===== src/rtl/branch_resolve_unit.sv =====
// Branch resolve unit: the write side of the BTB.
// Keeps every fetch-stage prediction in an in-order queue. When an instruction
// leaves EX it is checked against the queue head. On a mispredict this block
// raises a registered flush/redirect. It also drives the BTB update port and
// keeps saturating performance counters.
module branch_resolve_unit #(
    parameter int DEPTH = 4,
    parameter int CNT_W = 32
) (
    input  logic             clk,
    input  logic             rst,
    input  logic             if_valid,
    input  logic             if_stall,
    input  logic [31:0]      if_pc,
    input  logic             if_pred_taken,
    input  logic [31:0]      if_pred_target,
    input  logic             ex_valid,
    input  logic [31:0]      ex_pc,
    input  logic             ex_is_branch,
    input  logic             ex_taken,
    input  logic [31:0]      ex_target,
    input  logic             ext_flush,
    output logic             fetch_hold,
    output logic             flush,
    output logic [31:0]      redirect_pc,
    output logic             update,
    output logic [31:0]      update_pc,
    output logic [31:0]      update_target,
    output logic             mispredicted,
    output logic             sync_error,
    output logic [CNT_W-1:0] branch_cnt,
    output logic [CNT_W-1:0] mispred_cnt
);

    localparam int AW = (DEPTH > 1) ? $clog2(DEPTH) : 1;

    // Prediction storage, one slot per in-flight fetch
    logic [31:0]   slot_pc_reg     [DEPTH];
    logic          slot_taken_reg  [DEPTH];
    logic [31:0]   slot_target_reg [DEPTH];

    logic [AW-1:0] head_reg;
    logic [AW-1:0] tail_reg;
    logic [AW:0]   count_reg;

    logic          empty;
    logic          full;
    logic          push;
    logic          pop;
    logic          kill;

    logic [31:0]   head_pc;
    logic          head_taken;
    logic [31:0]   head_target;

    logic          pc_mismatch;
    logic          dir_mis;
    logic          mis;
    logic          mis_pop;
    logic          need_update;
    logic [31:0]   seq_pc;
    logic [31:0]   correct_pc;
    logic [31:0]   install_target;

    assign empty = (count_reg == '0);
    assign full  = (count_reg == (AW+1)'(DEPTH));

    // A pop only needs ex_valid. This keeps fetch_hold free of ex_pc/ex_taken
    // timing.
    assign pop        = ex_valid & ~empty;
    assign fetch_hold = full & ~pop;

    assign head_pc     = slot_pc_reg[head_reg];
    assign head_taken  = slot_taken_reg[head_reg];
    assign head_target = slot_target_reg[head_reg];

    // A PC mismatch means the queue lost sync with the pipeline. It is
    // treated as a mispredict, so the redirect re-aligns fetch.
    assign pc_mismatch = (head_pc != ex_pc);
    assign dir_mis     = ex_is_branch
                       ? ((head_taken != ex_taken) | (ex_taken & (head_target != ex_target)))
                       : head_taken;
    assign mis         = pc_mismatch | dir_mis;
    assign mis_pop     = pop & mis;

    // Either kill source empties the queue and drops this cycle's push, since
    // that fetch is on the wrong path.
    assign kill = mis_pop | ext_flush;
    assign push = if_valid & ~if_stall & ~fetch_hold & ~kill;

    assign seq_pc         = ex_pc + 32'd4;
    assign correct_pc     = (ex_is_branch & ex_taken) ? ex_target : seq_pc;
    // A non-branch that was predicted taken installs its fall-through address,
    // which evicts the aliasing BTB entry.
    assign install_target = ex_is_branch ? ex_target : seq_pc;
    assign need_update    = pop & ((ex_is_branch & ex_taken) | mis);

    // Per-slot capture of the fetch-stage prediction (data only, no reset needed)
    genvar gi;
    generate
        for (gi = 0; gi < DEPTH; gi++) begin : g_slot
            always_ff @(posedge clk) begin
                if (push && (tail_reg == AW'(gi))) begin
                    slot_pc_reg[gi]     <= if_pc;
                    slot_taken_reg[gi]  <= if_pred_taken;
                    slot_target_reg[gi] <= if_pred_target;
                end
            end
        end
    endgenerate

    // Queue pointers and occupancy
    always_ff @(posedge clk or posedge rst) begin
        if (rst) begin
            head_reg  <= '0;
            tail_reg  <= '0;
            count_reg <= '0;
        end else if (kill) begin
            head_reg  <= '0;
            tail_reg  <= '0;
            count_reg <= '0;
        end else begin
            if (push) begin
                tail_reg <= tail_reg + 1'b1;
            end
            if (pop) begin
                head_reg <= head_reg + 1'b1;
            end
            case ({push, pop})
                2'b10:   count_reg <= count_reg + 1'b1;
                2'b01:   count_reg <= count_reg - 1'b1;
                default: count_reg <= count_reg;
            endcase
        end
    end

    // Registered flush/redirect pulse; redirect_pc holds between flushes
    always_ff @(posedge clk or posedge rst) begin
        if (rst) begin
            flush       <= 1'b0;
            redirect_pc <= 32'h0;
        end else begin
            flush <= mis_pop;
            if (mis_pop) begin
                redirect_pc <= correct_pc;
            end
        end
    end

    // BTB update strobe; the address/target/qualifier hold their last value
    always_ff @(posedge clk or posedge rst) begin
        if (rst) begin
            update        <= 1'b0;
            update_pc     <= 32'h0;
            update_target <= 32'h0;
            mispredicted  <= 1'b0;
        end else begin
            update <= need_update;
            if (need_update) begin
                update_pc     <= ex_pc;
                update_target <= install_target;
                mispredicted  <= mis;
            end
        end
    end

    // Sticky sync error: a head PC mismatch, or a retire with nothing queued
    always_ff @(posedge clk or posedge rst) begin
        if (rst) begin
            sync_error <= 1'b0;
        end else if ((pop && pc_mismatch) || (ex_valid && empty)) begin
            sync_error <= 1'b1;
        end
    end

    // Saturating performance counters
    always_ff @(posedge clk or posedge rst) begin
        if (rst) begin
            branch_cnt  <= '0;
            mispred_cnt <= '0;
        end else begin
            if (pop && ex_is_branch && (branch_cnt != '1)) begin
                branch_cnt <= branch_cnt + 1'b1;
            end
            if (mis_pop && (mispred_cnt != '1)) begin
                mispred_cnt <= mispred_cnt + 1'b1;
            end
        end
    end

endmodule


===== config.mk =====
export PLATFORM = sky130hd
export DESIGN_NAME = branch_resolve_unit
export DESIGN_NICKNAME = d
export VERILOG_FILES = /design/src/rtl/branch_resolve_unit.sv
export SDC_FILE = /design/constraint.sdc
export NUM_CORES = 1
export LEC_CHECK = 0
export CAP_MARGIN = 40
export CELL_PAD_IN_SITES_DETAIL_PLACEMENT = 1
export CELL_PAD_IN_SITES_GLOBAL_PLACEMENT = 2
export CORE_ASPECT_RATIO = 0.9
export CORE_MARGIN = 1
export CORE_UTILIZATION = 25
export CTS_CLUSTER_DIAMETER = 30
export CTS_CLUSTER_SIZE = 10
export DETAILED_ROUTE_END_ITERATION = 8
export GPL_ROUTABILITY_DRIVEN = 0
export GPL_TIMING_DRIVEN = 0
export PLACE_DENSITY_LB_ADDON = 0.1
export RECOVER_POWER = 100
export SKIP_LAST_GASP = 1
export SLEW_MARGIN = 20
export SYNTH_ARGS = -nofsm -noshare
export SYNTH_HDL_FRONTEND = slang
export SYNTH_SLANG_ARGS = --single-unit

===== constraint.sdc =====
create_clock -name clk -period 6.2 [get_ports clk]
set_input_delay 1.55 -clock clk [delete_from_list [all_inputs] [get_ports clk]]
set_output_delay 1.55 -clock clk [all_outputs]
set_load 0.05 [all_outputs]

==> results.md <==
* Outcome: complete, but fails checks
* Failing checks: max-capacitance violations, max-slew violations
* Startpoint types: input pin
* MaxCap Viol Count at 2
* EDFF count, synth at 260
* Drt wl/cell at 24.6 um
* Cell taking the most area after synthesis: edfxtp_1
* Post-CTS Hold Buffers at 0
* Fin nets at 1889
* DRT iter0 DRCs at 675
* Die H at 262 um
* DRC at 0
* Leak Pwr at about 10 nW
* Net Sw Frac at 33.5%
* Initial antenna violation count at 8
* Final-report hold violation count at 0
* Die X at 290 um
* Finished Layout Cells at 2802
* 1st-pass router iterations at 5
* Final setup viols at 0
* Final WS setup at around 0.39 ns
* Vias at about 13000
* Prevailing post-synth register cell: edfxtp_1
* Fmax at 0.172 GHz
* Num CTS Buffers at 115
* Top post-synthesis cells by area: edfxtp_1, dfrtp_1, mux4_2
* RR Endpoint: slot_target_reg[2][6]
* Worst Path Max Fanout at 18
* Most frequent cells after synthesis: edfxtp_1, dfrtp_1, nor2_1
* Slew Limit Headroom at -58.8%
* Cell family with most CP delay: simple AND/OR/NAND/NOR gates
* Tmin final at 5.81 ns
* Period utilisation layout at 93.8%
* Aggregate global routing overflow at 0
* Worst hold slack at 0.471 ns
* Net Count, Synth at 1456
* Flop pwr share at 28.5%
* Max clock buf depth at 3
* Clock sinks at between 400 and 500
* DIE AREA at 76000 um^2
* Beginning of the worst register-to-register path: head_reg[1]
* Pre-CTS setup slack at -0.264 ns
* Crit-path cells: dlygate4sd3_1, and2_1, clkbuf_1, o311ai_0, or4_1, nor4_1, nand4_1, a31oi_4, buf_4, nand2_2, nor2_4, clkbuf_4
* Htree depth at 3
* Worst slew pin tran at 2.37 ns
* Fin. max-slew vios at 120
* Layout fillers at 7622
* Post-CTS setup buffers at 0
* Cell Area, Synth at 18700 um^2
* Worst Setup Path Type: in2reg
* Slowest stage delay, CP at about 0.63 ns
* Mean number of vias per cell at about 4.6
* Crit-path slowest cell: nor2_4
* Worst Hold Endpoint: redirect_pc[21]
* Post-DP HPWL at 51400 um
* Post-CTS sizing at 0
* RSZ-0062 raised after global routing: false
* Register area share after synthesis at 64.6%
* Initial Utilization at 25.4%
* Clock share of power at ~46%
* Hold Crit Start: redirect_pc[21]
* Yosys top cell area share at 41.7%
* Total track usage at a little under a fifth
* Critical path buffers and inverters at 4
* Psw at 4.49 mW
* Yosys warns at 0
* Cells after Synth at 1311
* Worst vdd ir at 0.220 mV
* Core Footprint at 73600 um^2
* Hold path cells at 1
* Layout Skew at 0.0410 ns
* First-pass GRT wire length at 98600 um
* Port bufs at 296
* Mean area per synthesized cell at 14.3 um^2
* Antenna violation net count after detailed routing at 0
* Critical Path AT at 6.13 ns
* Power Dens Cells at between 400 and 500 nW/um^2
* Row count at 94
* Hold WC Path Type: reg2reg
* CTS tree: built
* R2R depth at 14
* Yosys cell types at 53
* WL final at 68800 um
* Share of layout cells above drive strength 1 at 18.4%
* Ys async rst share at between 30% and 40%
* Internal reg-to-reg setup slack at ~0.64 ns
* Internal power at 8.91 mW
* Root Buffer: clkbuf_16
* Worst-skew pair later-pin latency at approximately 0.67 ns
* Comb pwr share at about a quarter
* IO Pins at 302
* Largest net degree at the start of global routing at 73
* Most common cell in the netlist: edfxtp_1
* Placed cell count at 2587
* Clk slew on worst S/H paths at 0.04 ns
* CP Data Required Time at 6.52 ns
* Area Growth Syn to Fin at 45.7%
* #FFs+latches synth at 431
* Vias in the first global route at around 14000
* Crit end category: flop
## cells in the final DEF (no fill, tap or decap), types with 12 or more instances in the layout
| master | count |
|---|---|
| a211oi_1 | 29 |
| a21o_1 | 28 |
| a21oi_1 | 26 |
| and3_1 | 16 |
| and4_1 | 14 |
| buf_2 | 12 |
| bufinv_16 | 19 |
| clkbuf_1 | 56 |
| clkbuf_16 | 115 |
| clkbuf_8 | 18 |
| clkdlybuf4s50_1 | 63 |
| clkinv_1 | 13 |
| clkinv_2 | 15 |
| dfrtp_1 | 171 |
| dlygate4sd3_1 | 233 |
| edfxtp_1 | 260 |
| inv_1 | 24 |
| mux2_2 | 48 |
| mux2i_1 | 31 |
| mux4_2 | 58 |
| nand2_1 | 91 |
| nand3_1 | 48 |
| nand4_1 | 29 |
| nor2_1 | 91 |
| nor3_1 | 24 |
| o21ai_0 | 46 |
| xnor2_1 | 87 |
| xor2_1 | 59 |
## area by class of cell
| type | instances | area (um^2) | share of cell area, % |
|---|---|---|---|
| Antenna cell | 1 | 2.50 | 0.00918 |
| Buffer | 64 | 322 | 1.18 |
| Clock buffer | 153 | 3200 | 11.7 |
| Clock inverter | 61 | 910 | 3.34 |
| Inverter | 26 | 98.8 | 0.362 |
| Multi-Input combinational cell | 790 | 6230 | 22.8 |
| Sequential cell | 431 | 12100 | 44.3 |
| Tap cell | 960 | 1200 | 4.40 |
| Timing Repair Buffer | 316 | 3220 | 11.8 |
## power by group through the flow
stage               logic (mW)  clock network, mW  registers [mW]
global placement          3.52                  0            3.90
detailed placement        3.58                  0            3.90
finish                    3.37               6.20            3.83
floorplan                0.926                  0            5.02
CTS                       3.59               6.33            3.86
global route              3.58               6.48            3.89
## metal layers
layer,track usage [%],vias to the layer above,wire length [um]
met5,0,-,0
met4,4.48,0,1260
met3,4.61,94,3590
met2,30.0,351,33300
met1,23.9,6643,30700
li1,-,5790,-
## metrics by stage
stage               power, mW  utilization, %  setup TNS, ns  instance area, um^2
finish                   13.4            37.0              0                27300
global route             13.9            37.0              0                27300
CTS                      13.8            37.3              0                27400
detailed placement       7.48            31.7         -16.31                23300
global placement         7.42            31.1       -1887.60                22900
floorplan                5.94               -        -116.48                18700
## worst register-to-register path: stages, from the launching register on
cell and delay, ns:
dfrtp_1 0.31, buf_2 0.28, buf_4 0.30, buf_4 0.30
buf_2 0.44, mux4_2 0.39, xnor2_1 0.22, nand4_1 0.18
nor2_1 0.32, nand4_1 0.29, a31oi_4 0.48, buf_4 0.29
nand2_2 0.26, nor2_4 0.63, clkbuf_4 0.52
## cell families (layout without fill, tap and decap cells)
logic type | count (synthesis) | count (layout) | synth area share [%]
multiplexers | 137 | 137 | 11.5
buffers and inverters | 90 | 620 | 2.33
AND/OR/NAND/NOR | 349 | 349 | 8.96
adder cells (fa/ha/maj) | 8 | 8 | 0.575
AO/OA/AOI/OAI | 150 | 150 | 5.22
XOR/XNOR | 146 | 146 | 6.83
other | 0 | 1 | 0
flip-flops | 431 | 431 | 64.6
## worst max-delay path by stage
stage / start / endpoint / slack, ns / cells past startpoint
6_report: ex_is_branch / slot_target_reg[2][6] / 0.39 / 12
5_1_grt: ex_target[28] / slot_pc_reg[1][10] / 0.02 / 11
4_1_cts: ex_taken / slot_target_reg[0][17] / 0.41 / 13
3_5_place_dp: ex_taken / slot_pc_reg[0][1] / -0.26 / 13
3_3_place_gp: ex_taken / slot_pc_reg[1][7] / -5.22 / 11
2_1_floorplan: ex_taken / slot_pc_reg[0][0] / -0.45 / 10
(Power assumes the default switching activity.)
